## config.mk

```make
export PLATFORM = sky130hd
export DESIGN_NAME = piece_sequencer
export DESIGN_NICKNAME = d
export VERILOG_FILES = /design/src/rtl/piece_sequencer_pkg.sv /design/src/rtl/piece_sequencer_bag_tracker.sv /design/src/rtl/piece_sequencer.sv
export SDC_FILE = /design/constraint.sdc
export NUM_CORES = 1
export LEC_CHECK = 0
export ABC_CLOCK_PERIOD_IN_PS = 2600
export CAP_MARGIN = 0
export CORE_ASPECT_RATIO = 0.7
export CORE_MARGIN = 2
export CORE_UTILIZATION = 45
export DETAILED_ROUTE_END_ITERATION = 6
export GPL_TIMING_DRIVEN = 0
export PLACE_DENSITY = 0.74
export SYNTH_ARGS = -nofsm -noshare
export SYNTH_HDL_FRONTEND = slang
export SYNTH_SLANG_ARGS = --single-unit
export TNS_END_PERCENT = 1
```

## constraint.sdc

```tcl
create_clock -name CLK_25M -period 2.6 [get_ports CLK_25M]
set_clock_uncertainty 0.15 [all_clocks]
set_input_delay 0.65 -clock CLK_25M [delete_from_list [all_inputs] [get_ports CLK_25M]]
set_output_delay 0.65 -clock CLK_25M [all_outputs]
set_load 0.1 [all_outputs]
```

## src/rtl/piece_sequencer_pkg.sv

```systemverilog
// Shared piece-type codes, sequencer state encoding and bag helpers for piece_sequencer.
package piece_sequencer_pkg;

  localparam int TYPE_CODE_W = 3;

  localparam logic [2:0] TYPE_NONE = 3'd0;
  localparam logic [2:0] TYPE1     = 3'd1;
  localparam logic [2:0] TYPE2     = 3'd2;
  localparam logic [2:0] TYPE3     = 3'd3;
  localparam logic [2:0] TYPE4     = 3'd4;
  localparam logic [2:0] TYPE5     = 3'd5;
  localparam logic [2:0] TYPE6     = 3'd6;
  localparam logic [2:0] TYPE7     = 3'd7;

  localparam logic [6:0] BAG_FULL = 7'h7f;

  typedef enum logic [2:0] {
    SEQ_IDLE  = 3'd0,
    SEQ_CHECK = 3'd1,
    SEQ_WAIT  = 3'd2,
    SEQ_SPAWN = 3'd3,
    SEQ_PLAY  = 3'd4,
    SEQ_CLEAR = 3'd5,
    SEQ_OVER  = 3'd6
  } seq_state_e;

  // Code 0 from the generator is folded onto TYPE1.
  function automatic logic [2:0] norm_type(input logic [2:0] t);
    return (t == TYPE_NONE) ? TYPE1 : t;
  endfunction

  function automatic logic [6:0] type_bit(input logic [2:0] t);
    return 7'b1 << (norm_type(t) - 3'd1);
  endfunction

endpackage

```

## src/rtl/piece_sequencer_bag_tracker.sv

```systemverilog
// 7-bag history: combinational repeat hit, marking with rollover to empty once all seven are seen.
import piece_sequencer_pkg::*;

module bag_tracker (
  input  logic       clk,
  input  logic       rst_n,
  input  logic       clr,
  input  logic       mark,
  input  logic [2:0] type_in,
  output logic       hit
);

  logic [6:0] bag;
  logic [6:0] bag_next;

  assign hit      = |(bag & type_bit(type_in));
  assign bag_next = bag | type_bit(type_in);

  always_ff @(posedge clk or negedge rst_n) begin
    if (!rst_n) begin
      bag <= 7'b0;
    end else if (clr) begin
      bag <= 7'b0;
    end else if (mark) begin
      bag <= (bag_next == BAG_FULL) ? 7'b0 : bag_next;
    end
  end

endmodule

```

## src/rtl/piece_sequencer.sv

```systemverilog
// Game-flow controller: draws from the next-piece generator with bag repeat filtering, spawn/play/clear/over.
// Optional hold slot enabled by defining PIECE_HOLD_EN.
import piece_sequencer_pkg::*;

module piece_sequencer #(
  parameter int MAX_REROLL = 3,
  parameter int TYPE_W     = TYPE_CODE_W
) (
  input  logic              CLK_25M,
  input  logic              key_reset_n,
  input  logic              key_start,
  input  logic [TYPE_W-1:0] next_type,
  input  logic              piece_landed,
  input  logic              clear_done,
  input  logic              spawn_blocked,
`ifdef PIECE_HOLD_EN
  input  logic              hold_req,
  output logic [TYPE_W-1:0] hold_type,
`endif
  output logic              Update,
  output logic [TYPE_W-1:0] cur_type,
  output logic              spawn,
  output logic              clear_req,
  output logic              game_over,
  output logic              playing
);

  localparam int RC_W = $clog2(MAX_REROLL + 1);

  seq_state_e      state;
  logic [RC_W-1:0] reroll_cnt;
  logic            first_play;
  logic            bag_hit;
  logic            reroll;
  logic            bag_clr;
  logic            bag_mark;
`ifdef PIECE_HOLD_EN
  logic            hold_used;
`endif

  assign reroll   = bag_hit && (reroll_cnt < RC_W'(MAX_REROLL));
  assign bag_clr  = ((state == SEQ_IDLE) || (state == SEQ_OVER)) && key_start;
  assign bag_mark = (state == SEQ_CHECK) && !reroll;

  bag_tracker u_bag (
    .clk     (CLK_25M),
    .rst_n   (key_reset_n),
    .clr     (bag_clr),
    .mark    (bag_mark),
    .type_in (next_type),
    .hit     (bag_hit)
  );

  always_ff @(posedge CLK_25M or negedge key_reset_n) begin
    if (!key_reset_n) begin
      state      <= SEQ_IDLE;
      reroll_cnt <= '0;
      first_play <= 1'b0;
      cur_type   <= '0;
      Update     <= 1'b0;
      spawn      <= 1'b0;
      clear_req  <= 1'b0;
      game_over  <= 1'b0;
      playing    <= 1'b0;
`ifdef PIECE_HOLD_EN
      hold_type  <= '0;
      hold_used  <= 1'b0;
`endif
    end else begin
      Update <= 1'b0;
      spawn  <= 1'b0;
      case (state)
        SEQ_IDLE, SEQ_OVER: begin
          if (key_start) begin
            reroll_cnt <= '0;
            game_over  <= 1'b0;
            state      <= SEQ_CHECK;
`ifdef PIECE_HOLD_EN
            hold_type  <= '0;
            hold_used  <= 1'b0;
`endif
          end
        end
        SEQ_CHECK: begin
          Update <= 1'b1;
          if (reroll) begin
            reroll_cnt <= reroll_cnt + 1'b1;
            state      <= SEQ_WAIT;
          end else begin
            cur_type   <= norm_type(next_type);
            reroll_cnt <= '0;
            state      <= SEQ_SPAWN;
`ifdef PIECE_HOLD_EN
            hold_used  <= 1'b0;
`endif
          end
        end
        SEQ_WAIT: state <= SEQ_CHECK;
        SEQ_SPAWN: begin
          spawn      <= 1'b1;
          first_play <= 1'b1;
          playing    <= 1'b1;
          state      <= SEQ_PLAY;
        end
        SEQ_PLAY: begin
          // The spawn pulse is still out while first_play && spawn; the board answers one cycle later.
          if (first_play && !spawn) first_play <= 1'b0;
          if (first_play && !spawn && spawn_blocked) begin
            playing   <= 1'b0;
            game_over <= 1'b1;
            state     <= SEQ_OVER;
          end else if (piece_landed) begin
            playing   <= 1'b0;
            clear_req <= 1'b1;
            state     <= SEQ_CLEAR;
          end
`ifdef PIECE_HOLD_EN
          else if (hold_req && !hold_used) begin
            hold_used <= 1'b1;
            playing   <= 1'b0;
            hold_type <= cur_type;
            if (hold_type == TYPE_NONE) begin
              state <= SEQ_CHECK;
            end else begin
              cur_type <= hold_type;
              state    <= SEQ_SPAWN;
            end
          end
`endif
        end
        SEQ_CLEAR: begin
          if (clear_done) begin
            clear_req <= 1'b0;
            state     <= SEQ_CHECK;
          end
        end
        default: state <= SEQ_IDLE;
      endcase
    end
  end

endmodule

```

Word-level counts from Yosys, hierarchy flattened
Index checks and enable logic that the tools add are counted.
- bitwise operators: 3
- equal/unequal tests: 14
- reductions and logical operators: 24
- add/subtract/negate cells: 2
- multiplexer cells: 27
- magnitude comparators: 1
- shift-type cells: 1
- operator list (cell ; count):
    $mux W7 ; 3
    $pmux W3 S6 ; 1
    $mux W3 ; 5
    $ne A2 B2 Y1 const B ; 6
    $mux W1 ; 11
    $reduce_bool A2 Y1 ; 5
    $eq A3 B3 Y1 const B ; 3
    $pmux W1 S2 ; 4
    $reduce_and A2 Y1 ; 4
    $and A7 B7 Y7 ; 1
    $eq A7 B7 Y1 const B ; 1
    $or A7 B7 Y7 ; 1
    $reduce_or A7 Y1 ; 1
    $shl A1 B3 Y7 const A ; 1
    $eq A3 B2 Y1 const B ; 2
    $logic_not A3 Y1 ; 2
    $reduce_and A3 Y1 ; 2
    $logic_and A1 B1 Y1 ; 5
    $mux W2 ; 2
    $pmux W2 S2 ; 1
    $reduce_and A4 Y1 ; 1
    $eq A3 B1 Y1 const B ; 1
    $ne A3 B3 Y1 const B ; 1
    $sub A3 B1 Y3 const B ; 1
    other kinds (6) ; 7
- word-level logic and storage cells: 82
- input port bits: 9
- register bits: 21
- output and inout port bits: 8

Logic depth before layout (Yosys ltp)
Gate-level depths: netlist (run 1).
- word-level depth: 11
- mapped depth: 8
- depth with buffers taken out: 5

Hierarchy
From an unflattened synthesis (run 1), not the netlist that was laid out.
- cells, all modules: 120
- area total of the unflattened synthesis: 1183.6 um2
- by module, submodules not included (module ; area an instance (um2) ; cells an instance ; sequential area each (um2) ; instances):
    piece_sequencer ; 696.9 ; 69 ; 350.3 ; 1
    bag_tracker ; 486.7 ; 51 ; 175.2 ; 1

Worst setup path before layout (run 1)
Ideal clock, no wire load.
- path kind: in2reg
- start: input port next_type[0]
- end: register cur_type[0]
- library setup time: 0.128 ns
- data required time: 2.322 ns
- stages on the path: 6
- path slack: 0.525 ns
- path buffers: 1
- arrival time: 1.797 ns
- path through: buf_2 > nor2_1 > a32o_1 > o31ai_4 > nand2_2 > mux2_1
- word-level cells in the longest chain between the ends: 9
- RTL lines (item ; line ; source):
    start: declaration ; piece_sequencer.sv:12 ; input logic [TYPE_W-1:0] next_type,
    $logic_not A3 Y1 ; piece_sequencer_pkg.sv:29 ; return (t == TYPE_NONE) ? TYPE1 : t;
    $mux W3 * ; piece_sequencer_pkg.sv:29 ;
    $sub A3 B1 Y3 ; piece_sequencer_pkg.sv:33 ; return 7'b1 << (norm_type(t) - 3'd1);
    $shl A1 B3 Y7 ; piece_sequencer_pkg.sv:33 ;
    $and A7 B7 Y7 ; piece_sequencer_bag_tracker.sv:16 ; assign hit = |(bag & type_bit(type_in));
    $reduce_or A7 Y1 ; piece_sequencer_bag_tracker.sv:16 ;
    $logic_and A1 B1 Y1 ; piece_sequencer.sv:41 ; assign reroll = bag_hit && (reroll_cnt < RC_W'(MAX_REROLL));
    $not A1 Y1 (no source line) ; n/a ;
    $reduce_and A2 Y1 (no source line) ; n/a ;
    end signal: assignment ; piece_sequencer.sv:90 ; cur_type <= norm_type(next_type);
    end: declaration ; piece_sequencer.sv:21 ; output logic [TYPE_W-1:0] cur_type,
Mark *: on every way between the ends. The rest lies on a longest branch, timed or not.
A chain may end at the register's enable or synchronous reset.

Worst setup path in the final report (run 1)
- start: register Update
- end: output port Update
- RTL lines (item ; line ; source):
    start: declaration ; piece_sequencer.sv:20 ; output logic Update,
    start signal: assignment ; piece_sequencer.sv:60 ; Update <= 1'b0;
    start signal: assignment ; piece_sequencer.sv:70 ; Update <= 1'b0;
    start signal: assignment ; piece_sequencer.sv:85 ; Update <= 1'b1;
No word-level cell between the ends.

==> results by group, run 1 <==
Outcome
  • Outcome: finished clean

Timing
  • F_max: slightly below 400 MHz
  • Final setup viols: 0
  • Max transition margin: 0.355
  • RSZ-0062 raised after global routing: false
  • Actual slew at the worst max-slew pin: about 0.97 ns
  • Slew Viols, Final: 0
  • Min Tclk post-route: 2.51 ns
  • Final hold violations: 0
  • Tcrit/Tclk final: 0.967

Placed design
  • IO Port Bufs: 14
  • GP Congestion: 0.882
  • Dpl cell area: 1380 um^2
  • Placed cells: 176
  • Hpwl dp: between 1500 and 2000 um

Min path
  • Hold Startpoint: reroll_cnt[0]
  • Hold Path Depth: 1
  • Hold Path End: reroll_cnt[0]
  • Worst hold-check path type: register to register

Floorplan
  • Die area: between 3000 and 4000 um^2
  • Core Area: between 2000 and 2500 um^2
  • Starting Density: 0.481
  • Die height: about 47 um
  • Ports: 17
  • # rows: 15
  • Chip Width: approximately 66 um

Power and ir drop
  • Seq pwr share: 0.320
  • PnR Total Power: 1810 uW
  • Switch Pwr: about 950 uW
  • Pwr/cell area: 1250 nW/um^2
  • P_int: between 800 and 900 uW
  • Clock power share: 0.120
  • Sw Ratio: 0.526
  • Pleak: about 0.00067 uW
  • Combinational power share: 0.560
  • Maximum vdd drop: 0.839 mV

Logic synthesis
  • Post-Syn Nets: 138
  • Synth cell types: 39
  • Syn avg cell area: about 9.4 um^2
  • Cell Area, Synth: roughly 1200 um^2
  • Post-synthesis cell count: approximately 130
  • #FFs+latches synth: 21
  • Sequential share of the synthesized area: 0.438
  • Syn. warnings: 0

Setup path
  • Top delay family on crit path: buffers and inverters
  • R2R Path End: u_bag.bag[6]
  • Required time of the critical path: between 1.5 and 2 ns
  • Worst path max stage delay: around 1.1 ns
  • Slowest CP cell: clkdlybuf4s50_1
  • Crit path kind: register to output port
  • Buf/Inv on CP: 1
  • FF-to-FF setup slack: just over 0.7 ns
  • CP Launch Type: register
  • Crit Path Max Fanout: 1
  • Crit Reg-Reg Startpoint: state[0]
  • Crit path DAT: 1.71 ns
  • CP endpoint kind: output port
  • Crit path cell chain: clkdlybuf4s50_1
  • R2R depth: 5

CTS
  • Clock Tree Buf Depth: 2
  • CTS buffer count: 3
  • Root Driver: clkbuf_8
  • CTS tree: yes
  • Count of cells resized by post-cts repair: 1
  • H-tree depth: 1
  • # hold bufs at CTS: 0
  • Clock latency on the worst-skew pair: between 0.2 and 0.3 ns
  • Clock slew at reported path FFs: 0.08 ns
  • Postcts setup bufs: 0
  • CTS Sinks: 21

Run
  • Max-cap viol count: 0

Finish
  • Share of cells above drive strength 1: 0.137
  • Area Growth Syn to Fin: 20.4%
  • Register Area: around 530 um^2
  • Fillers: 223
  • Design area: 1450 um^2
  • N_diodes: 0
  • Nets: roughly 160
  • Finished Layout Cells: 180
  • Area of the multi-input gates: between 600 and 700 um^2

Detailed routing
  • Vias post-DR: 1055
  • Drt pass-1 iters: 4
  • Met3 Routed Length: 193 um
  • DRT antenna net count: 0
  • Drt initial violations: 39
  • Vias per inst: a little under 6
  • Remaining DRCs: 0
  • Metal2 WL: ~1200 um
  • Wire per inst: roughly 15 um
  • Top Layer Used: met4
  • Total wire length: 2640 um
  • Met1 WL: 1270 um

Global routing
  • Antenna violations before repair: 0
  • Via count of the first global-routing pass: approximately 1000
  • Overall routing resource usage: 0.200
  • First-pass GRT wire length: 4640 um
  • Total gr overflow: 0
  • Largest net degree at the start of global routing: 22
registers in the layout (all words and copies together), names as in the netlist:
signal and cells:
game_over 1, state 3, u_bag.bag 7, spawn 1, reroll_cnt 2, cur_type 3
Update 1, clear_req 1, first_play 1, playing 1
cell usage in the layout, fill, tap and decap left out, drive strengths merged:
| cell | Yosys | layout |
|---|---|---|
| nor2b | 3 | 3 |
| nand4b | 1 | 1 |
| a31oi | 3 | 3 |
| o21ai | 12 | 12 |
| a2111oi | 1 | 1 |
| and4 | 1 | 1 |
| clkbuf | 3 | 6 |
| nor3 | 8 | 8 |
| ha | 1 | 1 |
| a211oi | 1 | 1 |
| nor4 | 3 | 3 |
| nand4 | 1 | 1 |
| nand3 | 3 | 3 |
| inv | 6 | 6 |
| a32o | 1 | 1 |
| buf | 6 | 6 |
| nand3b | 1 | 1 |
| mux2i | 3 | 3 |
| mux2 | 4 | 4 |
| clkdlybuf4s50 | 0 | 7 |
| clkinvlp | 0 | 1 |
| a21oi | 10 | 10 |
| or3b | 1 | 1 |
| nor2 | 12 | 12 |
| o31ai | 4 | 4 |
| dlymetal6s2s | 0 | 6 |
| and4b | 1 | 1 |
| dfrtp | 21 | 21 |
| dlygate4sd2 | 0 | 1 |
| nand2 | 9 | 9 |
| a2bb2oi | 1 | 1 |
| o221a | 1 | 1 |
| a41oi | 2 | 2 |
| a311oi | 1 | 1 |
| and3b | 1 | 1 |
| nand2b | 2 | 2 |
stage by stage:
step	setup TNS [ns]	hold slack, ns	util	setup WS [ns]
floorplan	0	0.204	-	0.525
global placement	-0.468	0.333	0.554	-0.0804
detailed placement	-0.678	0.339	0.554	-0.117
CTS	0	0.350	0.573	0.0104
global route	0	0.376	0.579	0.0452
finish	0	0.348	0.579	0.0850
power by group through the flow:
stage	Combinational, uW	Clock (uW)	Sequential [uW]
5_1_grt	1090	240	607
4_1_cts	1020	227	581
3_5_place_dp	1020	0	585
6_report	1010	218	580
2_1_floorplan	398	0	956
3_3_place_gp	999	0	575
worst max path at each step:
stage	start	end	cells past startpoint
2_1_floorplan	next_type[0]	cur_type[0]	6
3_5_place_dp	next_type[1]	cur_type[2]	7
5_1_grt	Update	Update	1
3_3_place_gp	next_type[1]	cur_type[1]	7
6_report	Update	Update	1
4_1_cts	playing	playing	1
layout make-up:
| type | count | area share |
|---|---|---|
| Buffer | 9 | 0.0346 |
| Clock buffer | 3 | 0.0285 |
| Clock inverter | 1 | 0.00519 |
| Inverter | 6 | 0.0156 |
| Multi-Input combinational cell | 92 | 0.417 |
| Sequential cell | 21 | 0.363 |
| Tap cell | 34 | 0.0294 |
| Timing Repair Buffer | 14 | 0.106 |
cells by family after synthesis:
kind of cell,synth area share
AOI/OAI and AO/OA,0.208
adders and majority gates,0.0104
and+or+nand+nor,0.221
DFF,0.437
buffers and inverters,0.0604
muxes,0.0625
Yosys cell counts:
| cell type | number | area share |
|---|---|---|
| a311oi_1 | 1 | 0.0073 |
| and4_1 | 1 | 0.0073 |
| mux2_1 | 3 | 0.028 |
| ha_1 | 1 | 0.010 |
| clkbuf_1 | 3 | 0.0094 |
| nor2b_1 | 3 | 0.016 |
| mux2_2 | 1 | 0.0094 |
| dfrtp_1 | 21 | 0.44 |
| a41oi_1 | 2 | 0.015 |
| nor2_1 | 12 | 0.037 |
| o21ai_0 | 12 | 0.050 |
| nand3b_1 | 1 | 0.0063 |
| o31ai_4 | 1 | 0.018 |
| and4b_1 | 1 | 0.0083 |
| nor4_1 | 3 | 0.016 |
| a2bb2oi_1 | 1 | 0.0073 |
| nand4b_1 | 1 | 0.0073 |
| inv_1 | 5 | 0.016 |
| nor3_1 | 4 | 0.017 |
| nand2_2 | 1 | 0.0052 |
| a2111oi_0 | 1 | 0.0073 |
| nand4_1 | 1 | 0.0052 |
| a211oi_2 | 1 | 0.010 |
| o221a_2 | 1 | 0.0094 |
| a31oi_1 | 3 | 0.016 |
| buf_4 | 1 | 0.0063 |
| nor3_2 | 4 | 0.033 |
| nand2_1 | 8 | 0.025 |
| a32o_1 | 1 | 0.0083 |
| nand3_1 | 3 | 0.012 |
| mux2i_1 | 3 | 0.025 |
| nand2b_1 | 2 | 0.010 |
| inv_2 | 1 | 0.0031 |
| a21oi_1 | 10 | 0.042 |
| buf_6 | 1 | 0.0094 |
| o31ai_1 | 3 | 0.019 |
| and3b_1 | 1 | 0.0073 |
| or3b_1 | 1 | 0.0073 |
| buf_2 | 4 | 0.017 |
layer usage:
layer,GRT usage,up-vias
li1,-,508
met1,0.277,496
met2,0.307,45
met3,0.0528,6
met4,0.0750,0
met5,0,-
No activity file was read; power rests on OpenSTA's default activity.
==> run 2, diff against run 1 <==
--- a/config.mk
+++ b/config.mk
@@ -6,9 +6,9 @@
 export NUM_CORES = 1
 export LEC_CHECK = 0
 export ABC_CLOCK_PERIOD_IN_PS = 2600
-export CAP_MARGIN = 0
+export CAP_MARGIN = 20
 export CORE_ASPECT_RATIO = 0.7
-export CORE_MARGIN = 2
+export CORE_MARGIN = 4
 export CORE_UTILIZATION = 45
 export DETAILED_ROUTE_END_ITERATION = 6
 export GPL_TIMING_DRIVEN = 0
==> results by group, run 2 (synthesized netlist as in run 1, its figures left out) <==
Outcome
  • Outcome: finished clean

Floorplan
  • # rows: 15
  • Die height: roughly 51 um
  • Starting Density: 0.481
  • Ports: 17
  • Chip Width: between 60 and 70 um
  • Core Area: about 2500 um^2
  • Die area: between 3000 and 4000 um^2

Finish
  • Biggest regs: u_bag.bag: 7 flops, cur_type: 3 flops, state: 3 flops
  • Most frequent cells in the layout: dfrtp_1 (21), nor2_1 (12), o21ai_0 (12), a21oi_1 (10)
  • Biggest register: u_bag.bag
  • N_diodes: 0
  • Nets: ~160
  • Utilization after layout: 0.578
  • Area Growth Syn to Fin: 20.2%
  • Fillers: between 200 and 250
  • Share of cells above drive strength 1: 0.137
  • Commonest non-fill, non-tap cell in the layout: dfrtp_1
  • Max reg flops: 7

Setup path
  • R2R Path End: u_bag.bag[6]
  • Required time of the critical path: 1.80 ns
  • Buf/Inv on CP: 1
  • Crit path cell chain: clkdlybuf4s50_1
  • Crit path kind: register to output port
  • Slowest CP cell: clkdlybuf4s50_1
  • Crit Path Max Fanout: 2
  • CP startpoint: game_over
  • Crit Reg-Reg Startpoint: state[0]
  • Top delay family on crit path: buffers and inverters
  • FF-to-FF setup slack: around 0.71 ns
  • Crit path DAT: 1.77 ns
  • CP endpoint kind: output port
  • CP Launch Type: register
  • Worst path max stage delay: between 1 and 1.5 ns
  • R2R depth: 5

Global routing
  • Largest net degree at the start of global routing: 22
  • Antenna violations before repair: 0
  • Via count of the first global-routing pass: just over 1000
  • Overall routing resource usage: 0.170
  • First-pass GRT wire length: about 4700 um
  • Total gr overflow: 0

Detailed routing
  • Remaining DRCs: 0
  • DRT antenna net count: 0
  • Vias per inst: between 5 and 6
  • Drt pass-1 iters: 4
  • Vias post-DR: 1079
  • Drt initial violations: a little over 60
  • Total wire length: approximately 2800 um
  • Wire per inst: about 15 um

CTS
  • Clock slew at reported path FFs: ~0.08 ns
  • H-tree depth: 1
  • Clock Tree Buf Depth: 2
  • CTS tree: yes
  • CTS buffer count: 3
  • Clock latency on the worst-skew pair: about 0.27 ns
  • Root Driver: clkbuf_8
  • CTS Sinks: 21

Timing
  • Actual slew at the worst max-slew pin: between 0.9 and 1 ns
  • Final hold violations: 0
  • Tcrit/Tclk final: 0.990
  • Max transition margin: 0.352
  • Min Tclk post-route: around 2.6 ns
  • RSZ-0062 raised after global routing: false
  • WHS: roughly 0.35 ns
  • Slew Viols, Final: 0
  • Final setup viols: 0
  • F_max: roughly 400 MHz

Run
  • Max-cap viol count: 0

Min path
  • Hold Startpoint: reroll_cnt[0]
  • Hold Path End: reroll_cnt[0]
  • Worst hold-check path type: register to register
  • Hold Path Depth: 1

Power and ir drop
  • Maximum vdd drop: 1.07 mV
  • Pwr/cell area: roughly 1300 nW/um^2
  • PnR Total Power: ~1800 uW
  • Pleak: approximately 0.00066 uW

Placed design
  • Hpwl dp: around 2000 um
  • IO Port Bufs: 14
  • GP Congestion: approximately 0.9
## run 2: cell types whose count changed in the layout (fill, tap and decap cells not counted)
cell and delta:
clkdlybuf4s50_1 +1, dlymetal6s2s_1 -1
## run 2: worst max path at each step
stage	to	cells past startpoint	slack, ns
3_3_place_gp	cur_type[0]	7	-0.09
5_1_grt	game_over	1	0.0006
3_5_place_dp	cur_type[1]	7	-0.12
4_1_cts	playing	1	0.0009
6_report	game_over	1	0.03
2_1_floorplan	cur_type[0]	6	0.52
## run 2: through the flow
stage / cell area (um^2) / cells / setup TNS, ns / setup slack (ns)
2_1_floorplan: 1200 / 128 / 0 / 0.525
3_3_place_gp: 1380 / 176 / -0.521 / -0.0863
3_5_place_dp: 1380 / 176 / -0.813 / -0.116
4_1_cts: 1430 / 180 / 0 / 0.000926
5_1_grt: 1440 / 180 / 0 / 0.000602
6_report: 1440 / 180 / 0 / 0.0270
## run 2: area by class of cell
cell class                      instances  area [um^2]  area share
Clock buffer                            3         41.3      0.0286
Sequential cell                        21          526       0.364
Tap cell                               34         42.5      0.0295
Multi-Input combinational cell         92          603       0.418
Clock inverter                          1         7.51     0.00520
Inverter                                6         22.5      0.0156
Timing Repair Buffer                   14          151       0.105
Buffer                                  9         50.0      0.0347
## run 2: what timing repair did
item / 4_1_cts / 5_1_grt
gates cloned: 0 / 0
hold buffers: 0 / 0
pin swaps: 0 / 0
buffers inserted: 0 / 0
resized for setup: 1 / 5
endpoints found under the setup margin: 1 / 5
## run 2: power breakdown
group          switching, uW  internal, uW  leakage (uW)
logic                    726           289      0.000367
registers                120           463      0.000267
clock network            115           109     0.0000217
## run 2: worst reg2reg max path: cells and delay by family, from the launching register on
kind,cells,cell delay [ns]
flops,1,0.45
simple gates,2,0.47
buf+inv,1,0.19
compound gates,2,0.56
## run 2: routing by layer
| metal | vias up | share of wire | global-route usage |
|---|---|---|---|
| met5 | - | 0 | 0 |
| met4 | 0 | 0.020 | 0.0892 |
| met3 | 6 | 0.041 | 0.0432 |
| met2 | 27 | 0.45 | 0.267 |
| met1 | 538 | 0.49 | 0.217 |
| li1 | 508 | - | - |
